## config.mk

```make
export PLATFORM = sky130hd
export DESIGN_NAME = acc_offload_tracker_flat
export DESIGN_NICKNAME = d
export VERILOG_FILES = /design/src/rtl/acc_offload_tracker_pkg.sv /design/src/rtl/acc_offload_tracker_if.sv /design/src/rtl/acc_offload_tracker_fifo.sv /design/src/rtl/acc_offload_tracker.sv /design/src/flat_wrapper.sv
export SDC_FILE = /design/constraint.sdc
export NUM_CORES = 1
export LEC_CHECK = 0
export CELL_PAD_IN_SITES_DETAIL_PLACEMENT = 1
export CELL_PAD_IN_SITES_GLOBAL_PLACEMENT = 1
export CORE_MARGIN = 2
export CORE_UTILIZATION = 34
export CTS_CLUSTER_DIAMETER = 30
export DETAILED_ROUTE_END_ITERATION = 16
export GPL_ROUTABILITY_DRIVEN = 0
export PLACE_DENSITY_LB_ADDON = 0.1
export SLEW_MARGIN = 20
export SYNTH_ARGS = -nofsm -noshare
export SYNTH_HDL_FRONTEND = slang
export SYNTH_SLANG_ARGS = --single-unit
```

## constraint.sdc

```tcl
create_clock -name clk_i -period 5.5 [get_ports clk_i]
set_input_delay 1.1 -clock clk_i [delete_from_list [all_inputs] [get_ports clk_i]]
set_output_delay 1.1 -clock clk_i [all_outputs]
set_load 0.005 [all_outputs]
```

## src/rtl/acc_offload_tracker_pkg.sv

```systemverilog
// Shared types for the accelerator offload tracker: request/response payloads,
// tracker FSM states and the outstanding-counter width helper.
package acc_pkg;

    localparam int unsigned IdWidth   = 1;
    localparam int unsigned DataWidth = 32;
    localparam int unsigned InstrWidth = 32;

    typedef enum logic [1:0] {
        RUN   = 2'd0,
        DRAIN = 2'd1,
        ERROR = 2'd2
    } tracker_state_e;

    typedef struct packed {
        logic [DataWidth-1:0]  data_arga;
        logic [InstrWidth-1:0] instr;
        logic [IdWidth-1:0]    id;
    } acc_c_q_t;

    typedef struct packed {
        logic [DataWidth-1:0] data;
        logic                 error;
        logic [IdWidth-1:0]   id;
    } acc_c_p_t;

    typedef struct packed {
        acc_c_q_t q;
        logic     q_valid;
        logic     p_ready;
    } acc_c_req_t;

    typedef struct packed {
        acc_c_p_t p;
        logic     p_valid;
        logic     q_ready;
    } acc_c_rsp_t;

    // Bits needed to count 0..max_out inclusive.
    function automatic int unsigned cnt_width(input int unsigned max_out);
        return $clog2(max_out + 1);
    endfunction

endpackage

```

## src/rtl/acc_offload_tracker_if.sv

```systemverilog
// Offload request/response channel between core adapter, tracker and interconnect.
interface acc_offload_tracker_if;
    import acc_pkg::*;

    acc_c_req_t req;
    acc_c_rsp_t rsp;

    modport master (output req, input rsp);
    modport slave  (input req, output rsp);

endinterface

```

## src/rtl/acc_offload_tracker_fifo.sv

```systemverilog
// Timestamp FIFO (fifo_v3-compatible naming); the owner guarantees no overflow or
// underflow, and a push into a full FIFO is only legal together with a pop.
module fifo_v3 #(
    parameter int unsigned DATA_WIDTH = 32,
    parameter int unsigned DEPTH      = 8
) (
    input  logic                  clk_i,
    input  logic                  rst_i,
    input  logic                  flush_i,
    input  logic [DATA_WIDTH-1:0] data_i,
    input  logic                  push_i,
    output logic [DATA_WIDTH-1:0] data_o,
    input  logic                  pop_i
);
    localparam int unsigned AddrWidth = (DEPTH > 1) ? $clog2(DEPTH) : 1;
    localparam logic [AddrWidth-1:0] LastAddr = AddrWidth'(DEPTH - 1);

    logic [DATA_WIDTH-1:0] mem_q [DEPTH];
    logic [AddrWidth-1:0]  wr_ptr_q, rd_ptr_q;

    assign data_o = mem_q[rd_ptr_q];

    always_ff @(posedge clk_i) begin
        if (rst_i || flush_i) begin
            wr_ptr_q <= '0;
            rd_ptr_q <= '0;
        end else begin
            if (push_i) begin
                wr_ptr_q <= (wr_ptr_q == LastAddr) ? '0 : wr_ptr_q + AddrWidth'(1);
            end
            if (pop_i) begin
                rd_ptr_q <= (rd_ptr_q == LastAddr) ? '0 : rd_ptr_q + AddrWidth'(1);
            end
        end
    end

    // Storage needs no reset: pointers define validity.
    always_ff @(posedge clk_i) begin
        if (push_i) begin
            mem_q[wr_ptr_q] <= data_i;
        end
    end

endmodule

```

## src/rtl/acc_offload_tracker.sv

```systemverilog
// In-flight tracker for one accelerator requester port: credit limit, ordered drain,
// latency capture. Optional watchdog enabled by ACC_OFFLOAD_TRACKER_TIMEOUT_EN.
module acc_offload_tracker
    import acc_pkg::*;
#(
    parameter int unsigned MaxOutstanding = 4,
    parameter int unsigned TsWidth        = 16,
    parameter int unsigned TimeoutCycles  = 1024
) (
    input  logic                                 clk_i,
    input  logic                                 rst_i,
    acc_offload_tracker_if.slave                 acc_c_slv,
    acc_offload_tracker_if.master                acc_c_mst,
    input  logic                                 drain_i,
    output logic                                 drained_o,
    output logic [cnt_width(MaxOutstanding)-1:0] outstanding_o,
    output logic [TsWidth-1:0]                   max_latency_o,
    output logic                                 unexp_rsp_o,
    output logic                                 timeout_o
);
    localparam int unsigned CntWidth = cnt_width(MaxOutstanding);
    localparam logic [CntWidth-1:0] CntMax = CntWidth'(MaxOutstanding);

    if (MaxOutstanding == 0 || 64'(TimeoutCycles) >= (64'd1 << TsWidth)) begin : g_bad_cfg
        $error("acc_offload_tracker: MaxOutstanding must be >= 1 and TimeoutCycles < 2**TsWidth");
    end

    tracker_state_e      state_q, state_d;
    logic [CntWidth-1:0] count_q, count_d;
    logic [TsWidth-1:0]  now_q, head_ts, lat, max_latency_q;
    logic                unexp_q;
    logic                p_hs, push, pop, allow, wd_fire;

    // Handshakes and credit check; a same-cycle pop frees its slot for the push.
    assign p_hs    = acc_c_mst.rsp.p_valid & acc_c_slv.req.p_ready;
    assign pop     = p_hs & (count_q != '0);
    assign allow   = (state_q == RUN) && ((count_q - CntWidth'(pop)) < CntMax);
    assign push    = acc_c_slv.req.q_valid & acc_c_mst.rsp.q_ready & allow;
    assign lat     = now_q - head_ts;
    assign count_d = count_q + CntWidth'(push) - CntWidth'(pop);

    assign acc_c_mst.req = '{q:       acc_c_slv.req.q,
                             q_valid: acc_c_slv.req.q_valid & allow,
                             p_ready: acc_c_slv.req.p_ready};
    assign acc_c_slv.rsp = '{p:       acc_c_mst.rsp.p,
                             p_valid: acc_c_mst.rsp.p_valid,
                             q_ready: acc_c_mst.rsp.q_ready & allow};

    fifo_v3 #(
        .DATA_WIDTH (TsWidth),
        .DEPTH      (MaxOutstanding)
    ) i_ts_fifo (
        .clk_i   (clk_i),
        .rst_i   (rst_i),
        .flush_i (1'b0),
        .data_i  (now_q),
        .push_i  (push),
        .data_o  (head_ts),
        .pop_i   (pop)
    );

`ifdef ACC_OFFLOAD_TRACKER_TIMEOUT_EN
    localparam logic [TsWidth-1:0] WdLimit = TsWidth'(TimeoutCycles);
    logic timeout_q;

    // Oldest outstanding request has waited too long.
    assign wd_fire = (count_q != '0) && (lat >= WdLimit);

    always_ff @(posedge clk_i) begin
        if (rst_i) begin
            timeout_q <= 1'b0;
        end else if (wd_fire) begin
            timeout_q <= 1'b1;
        end
    end

    assign timeout_o = timeout_q;
`else
    assign wd_fire   = 1'b0;
    assign timeout_o = 1'b0;
`endif

    always_ff @(posedge clk_i) begin
        if (rst_i) begin
            state_q <= RUN;
        end else begin
            state_q <= state_d;
        end
    end

    always_comb begin
        state_d = state_q;
        unique case (state_q)
            RUN:     if (drain_i)  state_d = DRAIN;
            DRAIN:   if (!drain_i) state_d = RUN;
            ERROR:   state_d = ERROR;
            default: state_d = RUN;
        endcase
        if (wd_fire) begin
            state_d = ERROR;
        end
    end

    always_ff @(posedge clk_i) begin
        if (rst_i) begin
            count_q       <= '0;
            now_q         <= '0;
            max_latency_q <= '0;
            unexp_q       <= 1'b0;
        end else begin
            count_q <= count_d;
            now_q   <= now_q + TsWidth'(1);
            if (pop && (lat > max_latency_q)) begin
                max_latency_q <= lat;
            end
            if (p_hs && (count_q == '0)) begin
                unexp_q <= 1'b1;
            end
        end
    end

    assign drained_o     = (state_q == DRAIN) && (count_q == '0);
    assign outstanding_o = count_q;
    assign max_latency_o = max_latency_q;
    assign unexp_rsp_o   = unexp_q;

endmodule

```

## src/flat_wrapper.sv

```systemverilog
// flat-port wrapper written by rule: the top's interface ports become plain ports
module acc_offload_tracker_flat import acc_pkg::*;
#(
    parameter int unsigned MaxOutstanding = 4,
    parameter int unsigned TsWidth        = 16,
    parameter int unsigned TimeoutCycles  = 1024
)
  (clk_i, rst_i, drain_i, drained_o, outstanding_o, max_latency_o, unexp_rsp_o, timeout_o, acc_c_slv_req, acc_c_slv_rsp, acc_c_mst_req, acc_c_mst_rsp);
  acc_offload_tracker_if acc_c_slv_i ();
  acc_offload_tracker_if acc_c_mst_i ();
  input  logic clk_i;
  input  logic rst_i;
  input  logic drain_i;
  output logic drained_o;
  output logic [cnt_width(MaxOutstanding)-1:0] outstanding_o;
  output logic [TsWidth-1:0] max_latency_o;
  output logic unexp_rsp_o;
  output logic timeout_o;
  input wire logic [$bits(acc_c_slv_i.req)-1:0] acc_c_slv_req;
  output wire logic [$bits(acc_c_slv_i.rsp)-1:0] acc_c_slv_rsp;
  output wire logic [$bits(acc_c_mst_i.req)-1:0] acc_c_mst_req;
  input wire logic [$bits(acc_c_mst_i.rsp)-1:0] acc_c_mst_rsp;
  assign acc_c_slv_i.req = acc_c_slv_req;
  assign acc_c_slv_rsp = acc_c_slv_i.rsp;
  assign acc_c_mst_req = acc_c_mst_i.req;
  assign acc_c_mst_i.rsp = acc_c_mst_rsp;
  acc_offload_tracker #(.MaxOutstanding(MaxOutstanding), .TsWidth(TsWidth), .TimeoutCycles(TimeoutCycles)) u_core (.clk_i(clk_i), .rst_i(rst_i), .acc_c_slv(acc_c_slv_i), .acc_c_mst(acc_c_mst_i), .drain_i(drain_i), .drained_o(drained_o), .outstanding_o(outstanding_o), .max_latency_o(max_latency_o), .unexp_rsp_o(unexp_rsp_o), .timeout_o(timeout_o));
endmodule
```

==> PnR_summary.wiki, run 1 <==
{| class="wikitable"
! Metric !! Value
|-
| Run status || finished, final reports clean
|-
| Die area || 19200 sq um
|-
| Total wire length || 15.0 mm
|-
| Global-route wire length before repair || 22.8 mm
|-
| Worst-path clk slew || 70 ps
|-
| Via total after detailed routing || 3722
|-
| I/O pin total || 231
|-
| Cell accounting for the most synthesized area || edfxtp_1
|-
| Min-delay worst type || reg2reg
|-
| Buffers on Ports || 31
|-
| Worst path cell trace || mux4_2, inv_1, ha_1, a21oi_1, nand2_1, o21ai_0, o21ai_0, nor4_1, nor2_1, ha_1, nand4_2, nor4_4, o21ai_2, nand4_1, nand3_1, o32ai_1
|-
| Post-synthesis instance area || 6160 sq um
|-
| Clock root buffer || clkbuf_16
|-
| R2R setup slack || 560 ps
|-
| Final period demand of the worst path || 4940 ps
|-
| Kind of start point of the critical path || register
|-
| Drt via density || 5.08
|-
| Worst ir drop on vdd || 0.148 mV
|-
| Count of unique library cells instantiated by Yosys || 50
|-
| Antenna Cells || 0
|-
| Worst-case setup slack after placement || 523 ps
|-
| Fmax || 0.202 GHz
|-
| Clock latency of the later-clocked register in the worst-skew pair || 350 ps
|-
| Standby leakage power || 2.28 nW
|-
| Global router's overall resource usage || 15.5%
|-
| Endpoint type of the worst setup path || register
|-
| Maximum number of pins on one net before global-route repair || 40
|-
| Worst reg2reg path depth || 16
|-
| Power per standard cell area || 339 nW/um^2
|-
| Post-synth ARST share || 0%
|-
| Final Instance Area || 6240 sq um
|-
| Dpl hpwl || 11.4 mm
|-
| Core area || 17800 sq um
|-
| Unrepaired setup endpoints after global routing || false
|-
| Fin. max-slew vios || 0
|-
| Arrival time reported for the critical path endpoint || 5200 ps
|-
| Dominant register cell in the synthesized netlist || edfxtp_1
|-
| Total global routing overflow || 0
|-
| Number of enable flip-flop cells after synthesis || 64
|-
| Largest buffer count on any clock path || 2
|-
| Count of H-tree levels built during CTS || 3
|-
| Pre-antenna DRT Iters || 4
|-
| Post CTS Setup Buffer Count || 0
|-
| Width of the die || 139 um
|-
| Placed cell area || 5950 sq um
|-
| Critical Path Max Stage Delay || 650 ps
|-
| Worst setup endpoint || u_core.max_latency_o[15]
|-
| Classification of the worst setup path || reg2reg
|-
| Avg Cell Area, Syn || 10.8 sq um
|-
| Hold bufs inserted after CTS || 0
|-
| Flip-flop and latch area || 2800 sq um
|-
| Slew of the pin with the lowest slew margin || 896 ps
|-
| Worst r2r dst || u_core.max_latency_o[15]
|-
| Remaining design rule violation count || 0
|-
| Portion of the clock cycle consumed by the worst path in the final layout || 89.8%
|-
| Die span in y || 139 um
|-
| Initial Util || 34.5%
|-
| Number of storage elements in the synthesis netlist || 108
|-
| CTS tree || done
|-
| Post-CTS Resized || 0
|-
| Antenna violations before repair || 0
|-
| Top cells by area in the synthesized netlist || edfxtp_1, dfxtp_1, buf_4, ha_1, mux4_2
|-
| Post-Synthesis Cells || 569
|-
| Multi-input gate area in the final layout || 2370 sq um
|-
| Filler Cells Inserted || 1936
|-
| Number of standard-cell rows in the floorplan || 49
|-
| Headroom to the max-slew limit || 40.3%
|-
| Clock buffer count from CTS || 9
|-
| Final count of negative-setup-slack endpoints || 0
|-
| Maximum clock skew at final layout || 8.59 ps
|-
| Data required, critical path || 5760 ps
|-
| Average wire length per cell after detail routing || 20.4 um
|-
| Number of nets in the finished design || 647
|-
| Layout cells sized above 1 || 8.35%
|-
| Post-synth net total || 718
|-
| Critical-path maximum fanout || 12
|-
| Crit path max-delay cell type || dfxtp_1
|-
| Sequential element share of the synthesized area || 45.5%
|-
| Via count of the first global-routing pass || 3933
|-
| Initial drt markers || 133
|-
| Sum Neg Setup Slack || 0 ps
|-
| Area share of the largest cell type after synthesis || 31.2%
|-
| Synth-to-Final Area Change || 1.34%
|-
| Antenna Nets Post-Route || 0
|-
| Final Hold Vio Count || 0
|-
| Ys Warns || 0
|-
| Worst-case setup margin in the final layout || 559 ps
|-
| MaxCap Viol Count || 0
|-
| Clock sinks || 108
|}
==> per-layer routing <==
| layer | vias up | track usage [%] | wire length, um |
|---|---|---|---|
| met5 | - | 0 | 0 |
| met4 | 0 | 7.63 | 565 |
| met3 | 53 | 4.18 | 669 |
| met2 | 100 | 26.1 | 7290 |
| met1 | 1826 | 18.5 | 6440 |
| li1 | 1743 | - | - |
==> placed cells by master, fill, tap and decap left out, drive strengths merged, types with 2 or more instances in the layout <==
cell type,netlist,final
clkbuf,8,12
or3,3,3
inv,41,43
nor4,2,2
mux4,16,16
nand2,30,30
a21oi,36,36
nand3,15,15
nor3b,3,3
and3,9,9
dfxtp,44,44
xnor2,13,13
o2bb2ai,3,3
o211ai,2,2
nand2b,6,6
a211oi,3,3
a21o,3,3
nor2,30,30
ha,41,41
xor2,13,13
clkinv,0,2
buf,109,5
nor2b,5,5
edfxtp,64,64
and2,9,9
a31oi,3,3
mux2i,4,4
o31ai,2,2
o21ai,21,21
nand4,8,8
o32ai,2,2
clkdlybuf4s50,0,30
o21a,3,3
nor3,6,6
fa,2,2
and4,4,4
==> cell families (layout without fill, tap and decap cells) <==
group | count (synthesis) | in the layout | synth area share [%]
buffers and inverters | 158 | 92 | 16.1
AND/OR/NAND/NOR | 130 | 130 | 11.2
flip-flops | 108 | 108 | 45.5
AO/OA/AOI/OAI | 83 | 83 | 8.03
adder cells (fa/ha/maj) | 43 | 43 | 8.98
XOR/XNOR | 26 | 26 | 3.70
multiplexers | 20 | 20 | 6.50
other | 1 | 1 | 0.0609
==> critical path: cells and delay by family, from the launching register on <==
kind | cells | cell delay [ps]
simple gates | 7 | 1710
fa+ha+maj | 2 | 620
mux | 1 | 580
compound gates | 5 | 1220
buf+inv | 1 | 70
flops | 1 | 650
==> worst min-delay path by stage <==
stage	from	endpoint	slack (ps)	cells after the start
floorplan	u_core.state_q[0]	u_core.state_q[1]	410	1
global placement	u_core.state_q[0]	u_core.state_q[1]	440	1
detailed placement	u_core.state_q[0]	u_core.state_q[1]	440	1
CTS	u_core.state_q[0]	u_core.state_q[1]	450	1
global route	u_core.state_q[0]	u_core.state_q[1]	490	1
finish	u_core.state_q[0]	u_core.state_q[1]	450	1
==> through the flow <==
| step | hold slack (ps) | std cells | power, mW | utilization (%) |
|---|---|---|---|---|
| finish | 450 | 732 | 2.11 | 35.0 |
| global placement | 438 | 716 | 1.48 | 33.3 |
| CTS | 451 | 732 | 2.14 | 35.0 |
| global route | 485 | 732 | 2.24 | 35.0 |
| floorplan | 414 | 569 | 1.37 | - |
| detailed placement | 437 | 716 | 1.49 | 33.3 |
==> sequential cells by signal, indices dropped and copies added (netlist names), named ones only <==
| register | flops |
|---|---|
| u_core.max_latency_o | 16 |
| u_core.outstanding_o | 3 |
| u_core.i_ts_fifo.mem_q | 64 |
| u_core.now_q | 16 |
| u_core.unexp_rsp_o | 1 |
| u_core.i_ts_fifo.wr_ptr_q | 2 |
| u_core.state_q | 2 |
| u_core.i_ts_fifo.rd_ptr_q | 2 |
==> cells in the mapped netlist, drive strengths merged, types with 2 or more instances <==
library cell / instances
ha: 41
a21oi: 36
a211oi: 3
o2bb2ai: 3
nand4: 8
or3: 3
o21a: 3
fa: 2
a21o: 3
nand3: 15
o21ai: 21
a31oi: 3
and3: 9
nor3: 6
clkbuf: 8
nand2: 30
o31ai: 2
xnor2: 13
xor2: 13
nor2b: 5
edfxtp: 64
nor3b: 3
o32ai: 2
nor2: 30
dfxtp: 44
nor4: 2
mux2i: 4
mux4: 16
o211ai: 2
inv: 41
and4: 4
buf: 109
and2: 9
nand2b: 6
==> area by class of cell <==
| class | count | area share [%] |
|---|---|---|
| timing repair buffer | 35 | 5.37 |
| clock buffer | 12 | 4.29 |
| tap | 229 | 4.59 |
| multi-input combinational | 303 | 37.9 |
| clock inverter | 4 | 0.441 |
| sequential | 108 | 44.9 |
| inverter | 41 | 2.47 |
==> where the power goes <==
| group | leakage [nW] | total (mW) | switching (mW) | internal (mW) |
|---|---|---|---|---|
| combinational | 1.18 | 0.525 | 0.287 | 0.238 |
| clock | 0.148 | 0.653 | 0.303 | 0.350 |
| sequential | 0.953 | 0.936 | 0.0407 | 0.895 |
Power figures use the tool's default switching activity.
==> inputs of run 2 (changes only) <==
--- a/config.mk
+++ b/config.mk
@@ -5,10 +5,11 @@
 export SDC_FILE = /design/constraint.sdc
 export NUM_CORES = 1
 export LEC_CHECK = 0
+export CAP_MARGIN = 20
 export CELL_PAD_IN_SITES_DETAIL_PLACEMENT = 1
 export CELL_PAD_IN_SITES_GLOBAL_PLACEMENT = 1
 export CORE_MARGIN = 2
-export CORE_UTILIZATION = 34
+export CORE_UTILIZATION = 37
 export CTS_CLUSTER_DIAMETER = 30
 export DETAILED_ROUTE_END_ITERATION = 16
 export GPL_ROUTABILITY_DRIVEN = 0
==> constraint.sdc (replaced) <==
create_clock -name clk_i -period 6.1 [get_ports clk_i]
set_input_delay 1.22 -clock clk_i [delete_from_list [all_inputs] [get_ports clk_i]]
set_output_delay 1.22 -clock clk_i [all_outputs]
set_load 0.005 [all_outputs]
==> run 2 against run 1 <==
Net effect: wire length shrank 6.2%; critical path depth is 2 lower; worst hold slack better by 9.1 ps; critical path type unchanged; largest power group unchanged; sequential power down 9.5%; clock skew barely moved; clock-buffer cell count fell by 1; global-route usage up 1.0 points; via count fell by 2.1%; utilization up 2.8 points; sequential cell count did not move.
==> PnR_summary.wiki, run 2 (synthesis results as in run 1) <==
{| class="wikitable"
! Metric !! Value
|-
| Clock sinks || 108
|-
| Hold bufs inserted after CTS || 0
|-
| Unrepaired setup endpoints after global routing || false
|-
| Maximum clock skew at final layout || 8.31 ps
|-
| Via total after detailed routing || 3645
|-
| Largest register by flop count || u_core.i_ts_fifo.mem_q
|-
| Number of standard-cell rows in the floorplan || 47
|-
| Number of placed cells counting well taps || 704
|-
| Final count of negative-setup-slack endpoints || 0
|-
| Drt via density || 5.06
|-
| Clock root buffer || clkbuf_16
|-
| Crit path max-delay cell type || dfxtp_1
|-
| Clock buffer count from CTS || 9
|-
| Slew of the pin with the lowest slew margin || 931 ps
|-
| Power per standard cell area || 306 nW/um^2
|-
| Fmax || 0.199 GHz
|-
| Most common library cell in the layout ignoring fill and taps || edfxtp_1
|-
| Run status || finished, final reports clean
|-
| Antenna Cells || 0
|-
| Via count of the first global-routing pass || 4001
|-
| Headroom to the max-slew limit || 37.9%
|-
| Kind of start point of the critical path || register
|-
| Antenna Nets Post-Route || 0
|-
| Synth-to-Final Area Change || 0.752%
|-
| Worst path cell trace || buf_4, mux4_2, inv_1, ha_1, a21oi_1, mux2i_1, o31ai_1, a211oi_1, ha_1, nand4_2, nor4_4, a21oi_1, nand3_1, o32ai_1
|-
| Post-CTS Resized || 0
|-
| Die span in y || 133 um
|-
| Clock latency of the later-clocked register in the worst-skew pair || 350 ps
|-
| Total power || 1.90 mW
|-
| Worst ir drop on vdd || 0.127 mV
|-
| Post CTS Setup Buffer Count || 0
|-
| Remaining design rule violation count || 0
|-
| Width of the die || 133 um
|-
| Gate family responsible for the most delay along the worst path || compound AO/OA/AOI/OAI gates
|-
| Average wire length per cell after detail routing || 19.5 um
|-
| Count of H-tree levels built during CTS || 3
|-
| Layout cells sized above 1 || 7.60%
|-
| Global router's overall resource usage || 16.6%
|-
| MaxCap Viol Count || 0
|-
| Fin. max-slew vios || 0
|-
| Pre-antenna DRT Iters || 4
|-
| Buffers on Ports || 31
|-
| Final standard cell count with taps included and fillers excluded || 720
|-
| Number of nets in the finished design || 644
|-
| Final Instance Area || 6200 sq um
|-
| Sum Neg Setup Slack || 0 ps
|-
| Die area || 17700 sq um
|-
| Final period demand of the worst path || 5020 ps
|-
| Initial drt markers || 95
|-
| Initial Util || 37.5%
|-
| Highest-count cells in the layout ignoring fill and taps || edfxtp_1, dfxtp_1, inv_1, ha_1, a21oi_1
|-
| Portion of the clock cycle consumed by the worst path in the final layout || 82.3%
|-
| Buffers plus inverters on the worst setup path || 2
|-
| Global-route wire length before repair || 22.3 mm
|-
| Worst-path clk slew || 70 ps
|-
| Final Hold Vio Count || 0
|-
| Filler Cells Inserted || 1764
|-
| Maximum number of pins on one net before global-route repair || 40
|-
| CTS tree || done
|-
| Critical Path Max Stage Delay || 850 ps
|-
| Total global routing overflow || 0
|-
| Classification of the worst setup path || reg2reg
|-
| Critical-path maximum fanout || 12
|-
| Endpoint type of the worst setup path || register
|-
| Dpl hpwl || 10.6 mm
|-
| Largest register FFs || 64
|-
| Core area || 16400 sq um
|-
| Total wire length || 14.0 mm
|-
| Min-delay worst type || reg2reg
|-
| Placed cell area || 5910 sq um
|-
| Data required, critical path || 6350 ps
|-
| Antenna violations before repair || 0
|-
| Layout Utilization || 37.8%
|-
| Largest buffer count on any clock path || 2
|-
| I/O pin total || 231
|-
| Arrival time reported for the critical path endpoint || 5270 ps
|-
| Standby leakage power || 2.26 nW
|}
## run 2: cell types whose count changed in the layout (fill, tap and decap cells not counted), sizes merged
| cell | change |
|---|---|
| buf | -3 |
| bufinv | +1 |
| clkbuf | -1 |
| clkinvlp | +1 |
| inv | -1 |
## run 2: worst paths after layout
| kind | start | end | slack (ps) | cells after the start |
|---|---|---|---|---|
| max reg2reg | register | u_core.max_latency_o[15] | 1080 | 14 |
| min | u_core.state_q[0] | u_core.state_q[1] | 460 | 1 |
| min reg2reg | u_core.state_q[0] | u_core.state_q[1] | 460 | 1 |
| max | register | u_core.max_latency_o[15] | 1080 | 14 |
## run 2: area by class of cell
cell class | count | area [sq um] | share of cell area (%)
multi-input combinational | 303 | 2370 | 38.2
clock buffer | 11 | 233 | 3.75
sequential | 108 | 2800 | 45.2
inverter | 41 | 154 | 2.48
clock inverter | 5 | 60.1 | 0.968
tap | 220 | 275 | 4.44
timing repair buffer | 32 | 313 | 5.04
## run 2: power by group
| part | internal, mW | switching, mW |
|---|---|---|
| logic | 0.211 | 0.248 |
| registers | 0.807 | 0.0402 |
| clock network | 0.321 | 0.271 |
| total | 1.34 | 0.559 |
## run 2: metal layers
layer | up-vias | track usage, % | routed length, um
li1 | 1742 | - | -
met1 | 1756 | 20.3 | 6200
met2 | 80 | 26.8 | 6610
met3 | 65 | 4.83 | 720
met4 | 2 | 7.95 | 461
met5 | - | 1.39 | 37
## run 2: metrics by stage
step                      worst slack (ps)  hold slack [ps]
after floorplan                       1860              414
after global placement                1190              437
after detailed placement              1050              447
after CTS                             1030              458
after global routing                   619              493
final                                 1080              459
